==> src/rtl/mem_stage.sv <==
// ---------------------------------------------------------------------------
// mem_stage
//
// MEM stage of the 5-stage LoongArch pipeline, sitting between EX and WB.
// It holds one instruction at a time. On a load it waits for the data-SRAM
// response, then extracts and extends the load data. It passes the final
// result to WB through a valid/allowin handshake. It also reports its
// contents back to decode so that decode can forward results and stall on
// load-use.
//
// Build option:
//   MS_SUBWORD_LOAD_EN  defined   -> byte/half loads (signed and unsigned)
//                                    are extracted from the response word
//                                    using the low address bits.
//                       undefined -> every load returns the raw response
//                                    word, and no extraction logic is built.
//
// Ports:
//   clk                in   1   core clock
//   reset              in   1   synchronous, active-high reset
//   ms_allowin         out  1   MS can take an instruction from EX this cycle
//   es_to_ms_valid     in   1   EX is presenting a valid instruction
//   es_to_ms_bus       in   74  {load_op[73:71], res_from_mem[70], gr_we[69],
//                               dest[68:64], alu_result[63:32], pc[31:0]}
//   ws_allowin         in   1   WB can accept an instruction
//   ms_to_ws_valid     out  1   MS output to WB is valid
//   ms_to_ws_bus       out  70  {gr_we[69], dest[68:64], final_result[63:32],
//                               pc[31:0]}
//   data_sram_data_ok  in   1   load response strobe, one per load issued
//   data_sram_rdata    in   32  load response data
//   ms_forward         out  40  {load_pending[39], final_result[38:7],
//                               dest[6:2], gr_we[1], ms_valid[0]}
// ---------------------------------------------------------------------------
module mem_stage (
    input  logic        clk,
    input  logic        reset,
    output logic        ms_allowin,
    input  logic        es_to_ms_valid,
    input  logic [73:0] es_to_ms_bus,
    input  logic        ws_allowin,
    output logic        ms_to_ws_valid,
    output logic [69:0] ms_to_ws_bus,
    input  logic        data_sram_data_ok,
    input  logic [31:0] data_sram_rdata,
    output logic [39:0] ms_forward
);

    localparam int ES_TO_MS_BUS_WD = 74;

    logic                       ms_valid;
    logic [ES_TO_MS_BUS_WD-1:0] es_to_ms_bus_r;
    logic                       ms_ready_go;

    logic                       data_buf_valid;
    logic [31:0]                data_buf;

    logic [31:0] ms_pc;
    logic [31:0] alu_result;
    logic [4:0]  dest;
    logic        gr_we;
    logic        res_from_mem;
    logic [2:0]  load_op;

    logic [31:0] mem_word;
    logic [31:0] load_data;
    logic [31:0] final_result;
    logic        load_pending;

    assign ms_pc        = es_to_ms_bus_r[31:0];
    assign alu_result   = es_to_ms_bus_r[63:32];
    assign dest         = es_to_ms_bus_r[68:64];
    assign gr_we        = es_to_ms_bus_r[69];
    assign res_from_mem = es_to_ms_bus_r[70];
    assign load_op      = es_to_ms_bus_r[73:71];

    // A load may leave only once its data exists, either arriving live this
    // cycle or already parked in the response buffer.
    assign ms_ready_go    = !res_from_mem || data_sram_data_ok || data_buf_valid;
    assign ms_allowin     = !ms_valid || (ms_ready_go && ws_allowin);
    assign ms_to_ws_valid = ms_valid && ms_ready_go;

    // Valid bit and payload register. The payload is not reset because it
    // is meaningless while ms_valid is low.
    always_ff @(posedge clk) begin
        if (reset) begin
            ms_valid <= 1'b0;
        end else if (ms_allowin) begin
            ms_valid <= es_to_ms_valid;
        end
        if (es_to_ms_valid && ms_allowin) begin
            es_to_ms_bus_r <= es_to_ms_bus;
        end
    end

    // The SRAM strobes data_ok for one cycle only. If WB is stalled at that
    // moment the word would be lost, so it is parked here until the load
    // leaves. Leaving takes priority, so a new instruction that enters on
    // the same edge starts with an empty buffer.
    always_ff @(posedge clk) begin
        if (reset) begin
            data_buf_valid <= 1'b0;
            data_buf       <= 32'h0;
        end else if (ms_to_ws_valid && ws_allowin) begin
            data_buf_valid <= 1'b0;
        end else if (ms_valid && res_from_mem && data_sram_data_ok &&
                     !ws_allowin && !data_buf_valid) begin
            data_buf_valid <= 1'b1;
            data_buf       <= data_sram_rdata;
        end
    end

    // The parked word takes priority, because the live rdata may already
    // belong to a later transaction.
    assign mem_word = data_buf_valid ? data_buf : data_sram_rdata;

`ifdef MS_SUBWORD_LOAD_EN
    logic [1:0]  byte_addr;
    logic [7:0]  load_byte;
    logic [15:0] load_half;

    assign byte_addr = alu_result[1:0];

    // Select the addressed byte or half-word, then sign- or zero-extend it
    // according to load_op. For half-words only addr[1] is used. The
    // unused encodings 5..7 fall back to a full-word load.
    always_comb begin
        load_byte = 8'h0;
        case (byte_addr)
            2'd0:    load_byte = mem_word[7:0];
            2'd1:    load_byte = mem_word[15:8];
            2'd2:    load_byte = mem_word[23:16];
            default: load_byte = mem_word[31:24];
        endcase
        load_half = byte_addr[1] ? mem_word[31:16] : mem_word[15:0];

        load_data = mem_word;
        case (load_op)
            3'd1:    load_data = {{24{load_byte[7]}}, load_byte};
            3'd2:    load_data = {{16{load_half[15]}}, load_half};
            3'd3:    load_data = {24'h0, load_byte};
            3'd4:    load_data = {16'h0, load_half};
            default: load_data = mem_word;
        endcase
    end
`else
    logic unused_load_op;

    // Without sub-word support every load is a full word, so load_op has
    // no effect in this build.
    assign unused_load_op = ^load_op;
    assign load_data      = mem_word;
`endif

    assign final_result = res_from_mem ? load_data : alu_result;

    // Decode must stall a dependent instruction while the load result is
    // still outstanding.
    assign load_pending = ms_valid && res_from_mem && !ms_ready_go;

    assign ms_to_ws_bus = {gr_we, dest, final_result, ms_pc};
    assign ms_forward   = {load_pending, final_result, dest, gr_we, ms_valid};

endmodule
==> config.mk <==
export PLATFORM = sky130hd
export DESIGN_NAME = mem_stage
export DESIGN_NICKNAME = d
export VERILOG_FILES = /design/src/rtl/mem_stage.sv
export SDC_FILE = /design/constraint.sdc
export NUM_CORES = 1
export LEC_CHECK = 0
export CAP_MARGIN = 0
export CORE_UTILIZATION = 38
export CTS_CLUSTER_SIZE = 12
export DETAILED_ROUTE_END_ITERATION = 12
export MAX_ROUTING_LAYER = met4
export PLACE_DENSITY_LB_ADDON = 0.25
export SETUP_SLACK_MARGIN = 0.05
export SYNTH_ARGS = -nofsm -noshare
export SYNTH_HDL_FRONTEND = slang
export SYNTH_SLANG_ARGS = --single-unit
==> constraint.sdc <==
create_clock -name clk -period 3.3 [get_ports clk]
set_input_delay 0.99 -clock clk [delete_from_list [all_inputs] [get_ports clk]]
set_output_delay 0.99 -clock clk [all_outputs]
set_load 0.03 [all_outputs]
# After elaboration in Yosys (flattened, before gate mapping)
# Index checks and enable logic that the tools add are counted.
# word_totals
register_bits	105
latch_bits	0
ramBits	0
romBits	0
in_bits	111
out_inout_bits	112
memories	0
# classes
add_sub_neg	0
mul	0
n_div	0
n_lt_le_gt_ge	0
eq_ne	0
shift	0
muxes	2
bitwise_logic	1
n_reduce_logical	19
# ops
cell	count
32-bit 2-to-1 mux	2
1-bit logical AND	9
1-bit zero test	5
1-bit logical OR	3
2-bit AND reduction	1
2-bit OR reduction	1
1-bit NOT	1

# Logic depth before layout (Yosys ltp)
# depth
ltp_word	7
ltp_mapped	5
depth_no_buf	3

# Worst setup path before layout
# No wires, ideal clock.
# synth_path
path_type	in2reg
from	input data_sram_data_ok
to	register es_to_ms_bus_r[0], enable pin
arrival_ns	3.606
required_ns	2.864
path_slack_ns	-0.743
stages	3
path_buffers	0
path_cell_list	nor3b_1 > o21ai_0 > and2_1
# synth_via
elab_chain_len	5
# synth_rtl
item	line	source
start, declared	43	input logic data_sram_data_ok,
1-bit logical OR (2 in a row)	78	assign ms_ready_go = !res_from_mem || data_sram_data_ok || data_buf_valid;
1-bit logical AND	79	assign ms_allowin = !ms_valid || (ms_ready_go && ws_allowin);
1-bit logical OR	79	
via ms_allowin	37	output logic ms_allowin,
1-bit logical AND	90	if (es_to_ms_valid && ms_allowin) begin
end signal, assigned	91	es_to_ms_bus_r <= es_to_ms_bus;
end, declared	51	logic [ES_TO_MS_BUS_WD-1:0] es_to_ms_bus_r;
# The timed path passes the listed nets, and every way through them passes these cells.
# A chain may end at the register's enable or synchronous reset.

# Worst setup path in the final report
# layout_path
from	input ws_allowin
to	output ms_allowin
# layout_via
elab_chain_len	2
# layout_rtl
item	line	source
start, declared	40	input logic ws_allowin,
1-bit logical AND	79	
1-bit logical OR	79	
end, declared	37	
# Every way passes these cells.

==> reports/qor.txt <==
Outcome - finished clean
WL final - 9.92 mm
Gpl congestion - 0.705
PD cells - 464 mW/mm2
Max-slew violations - 0
Antenna violations before repair - 0
Signal arrival time at the worst endpoint - 2100 ps
Largest family of logic cells by synthesized area - buffers and inverters
Tot Pwr - 3.15 mW
Pre-antenna DRT Iters - 4
H-tree depth - 3
Mapped Nets - 519
Clock Sinks - 105
Top-area cell type share of the netlist area - 0.432
Setup CP Type - in -> out
Compound-gate portion of the synthesized area - 0.0363
Fmax - 323 MHz
CORE AREA - 0.0126 mm2
Fin util - 0.538
Remaining DRCs - 0
Rows - 41
Max cap viols - 0
Sequential fraction of the synthesis area - 0.570
Final worst slack - 206 ps
CP startpoint kind - input port
Placed cells - 707
Leak - 2.44 nW
Fin nets - 657
TritonCTS clock tree - built
Maximum vdd drop - 0.287 mV
Area leader, netlist - edfxtp_1
DRT antenna net count - 0
Diode count - 0
GRT Util Overall - 0.154
CTS root buf - clkbuf_16
Fin. Hold Viols - 0
Post-synthesis mux area share - 0.130
Overflow after GRT - 0
Post-Syn Area - 0.00493 mm2
Pre-CTS WS - 136 ps
Unique masters post-synth - 20
Fill count - 1131
Most frequent cells in the layout - 151 x clkdlybuf4s50_1, 73 x buf_4, 71 x edfxtp_1, 64 x mux2i_1, 64 x nand2b_1
Largest net degree at the start of global routing - 72
Die Wd - 116 um
1st-iter DRT viols - 126
Initial Util - 0.391
Final period util - 0.938
Max transition margin - 0.472
WL per Instance - 13.7 um
Post-synthesis adder-cell area fraction - 0
CTS max path bufs - 2
Max FO, Critical Path - 3
Final HPWL DP - 7.14 mm
Vias per Instance - 4.42
Number of global-route vias before repair - 3163
Post-synthesis xor/xnor area fraction - 0
Chip height - 116 um
Latest clock arrival within the worst-skew pair - 340 ps
Post-synthesis simple-gate area fraction - 0.116
First-pass GRT wire length - 15.0 mm
Io pins - 223
Clock Skew - 7.19 ps
Tmin final - 3090 ps
Synthesis warning total - 0
Cell count after synthesis - 408
Crit end category - primary output
Final setup violation count - 0
RSZ-0062 raised after global routing - false
Hold bufs inserted after CTS - 0
Layout cell share with drive strength beyond 1 - 0.171
Syn Area/Cell - 12.1 um2
Clock-pin slew on the worst setup and hold paths - 70 ps
Worst hold-check path type - reg -> reg
Area grow syn2layout - 37.6%
Final cell count without fillers - 723
Commonest non-fill, non-tap cell in the layout - clkdlybuf4s50_1
DIE AREA - 0.0134 mm2
IO Port Bufs - 219
CTS buffer count - 9
Synth area leaders - edfxtp_1 43%, dfxtp_1 14%, mux2i_1 13%
Final TNS setup - 0 ps
Via count - 3196
Worst EP required - 2310 ps
Yosys reg bits - 105
Worst Tran Pin Value - 792 ps
==> layer usage <==
layer	vias up	part of all wire	routed length, um	track usage
li1	1592	-	-	-
met1	1454	0.42	4140	0.173
met2	139	0.48	4710	0.248
met3	11	0.091	903	0.0544
met4	0	0.016	158	0.0641
met5	-	0	0	-
==> layout make-up <==
class                   count  area (um2)  area share
inverters                   3        11.3     0.00166
clock buffers              10         229      0.0337
repair buffers            226        2080       0.307
flip-flops and latches    105        2810       0.414
multi-input cells         201        1400       0.206
well taps                 172         215      0.0317
clock inverters             6        35.0     0.00516
==> Yosys cell counts (all sizes together) <==
master,instances
a21oi,33
a221oi,1
and2,2
buf,88
clkbuf,11
dfxtp,34
edfxtp,71
inv,3
mux2i,64
nand2b,64
nand3,1
nor2,32
nor2b,1
nor3,1
nor3b,1
o21ai,1
==> sequential cells by signal (all words and copies together) (netlist names) <==
| signal | flops |
|---|---|
| data_buf | 32 |
| data_buf_valid | 1 |
| es_to_ms_bus_r | 71 |
| ms_valid | 1 |
==> logic make-up after synthesis <==
family	after synthesis
AO/OA/AOI/OAI	35
buffers and inverters	102
flip-flops	105
multiplexers	64
AND/OR/NAND/NOR	102
==> per-stage QoR <==
| step | hold slack, ps | area [um2] |
|---|---|---|
| after floorplan | 448 | 4940 |
| after global placement | 458 | 6520 |
| after detailed placement | 466 | 6520 |
| after CTS | 477 | 6780 |
| after global routing | 488 | 6790 |
| final | 473 | 6790 |
==> final timing paths <==
path / startpoint / to / slack [ps] / depth (start not counted)
worst max-delay path: ws_allowin / ms_allowin / 210 / 4
worst min-delay path: data_buf[22]$_SDFFE_PP0P_ / data_buf[22]$_SDFFE_PP0P_ / 470 / 2
worst max register to register: es_to_ms_bus_r[70]$_DFFE_PP_ / es_to_ms_bus_r[47]$_DFFE_PP_ / 1240 / 5
worst min register to register: data_buf[22]$_SDFFE_PP0P_ / data_buf[22]$_SDFFE_PP0P_ / 470 / 2
==> critical path: stages <==
cell	delay (ps)
clkdlybuf4s50_1	550
inv_1	60
o21ai_0	280
buf_4	230
==> power breakdown <==
group          switching [mW]  internal (mW)
Sequential             0.0192           1.48
Clock                   0.458          0.507
Combinational           0.380          0.311
Total                   0.857           2.29
==> repair_timing <==
| item | 4_1_cts | 5_1_grt |
|---|---|---|
| buffers inserted | 0 | 0 |
| setup endpoints to repair | 0 | 1 |
| gates resized for setup | 0 | 1 |
Power figures use the tool's default switching activity.
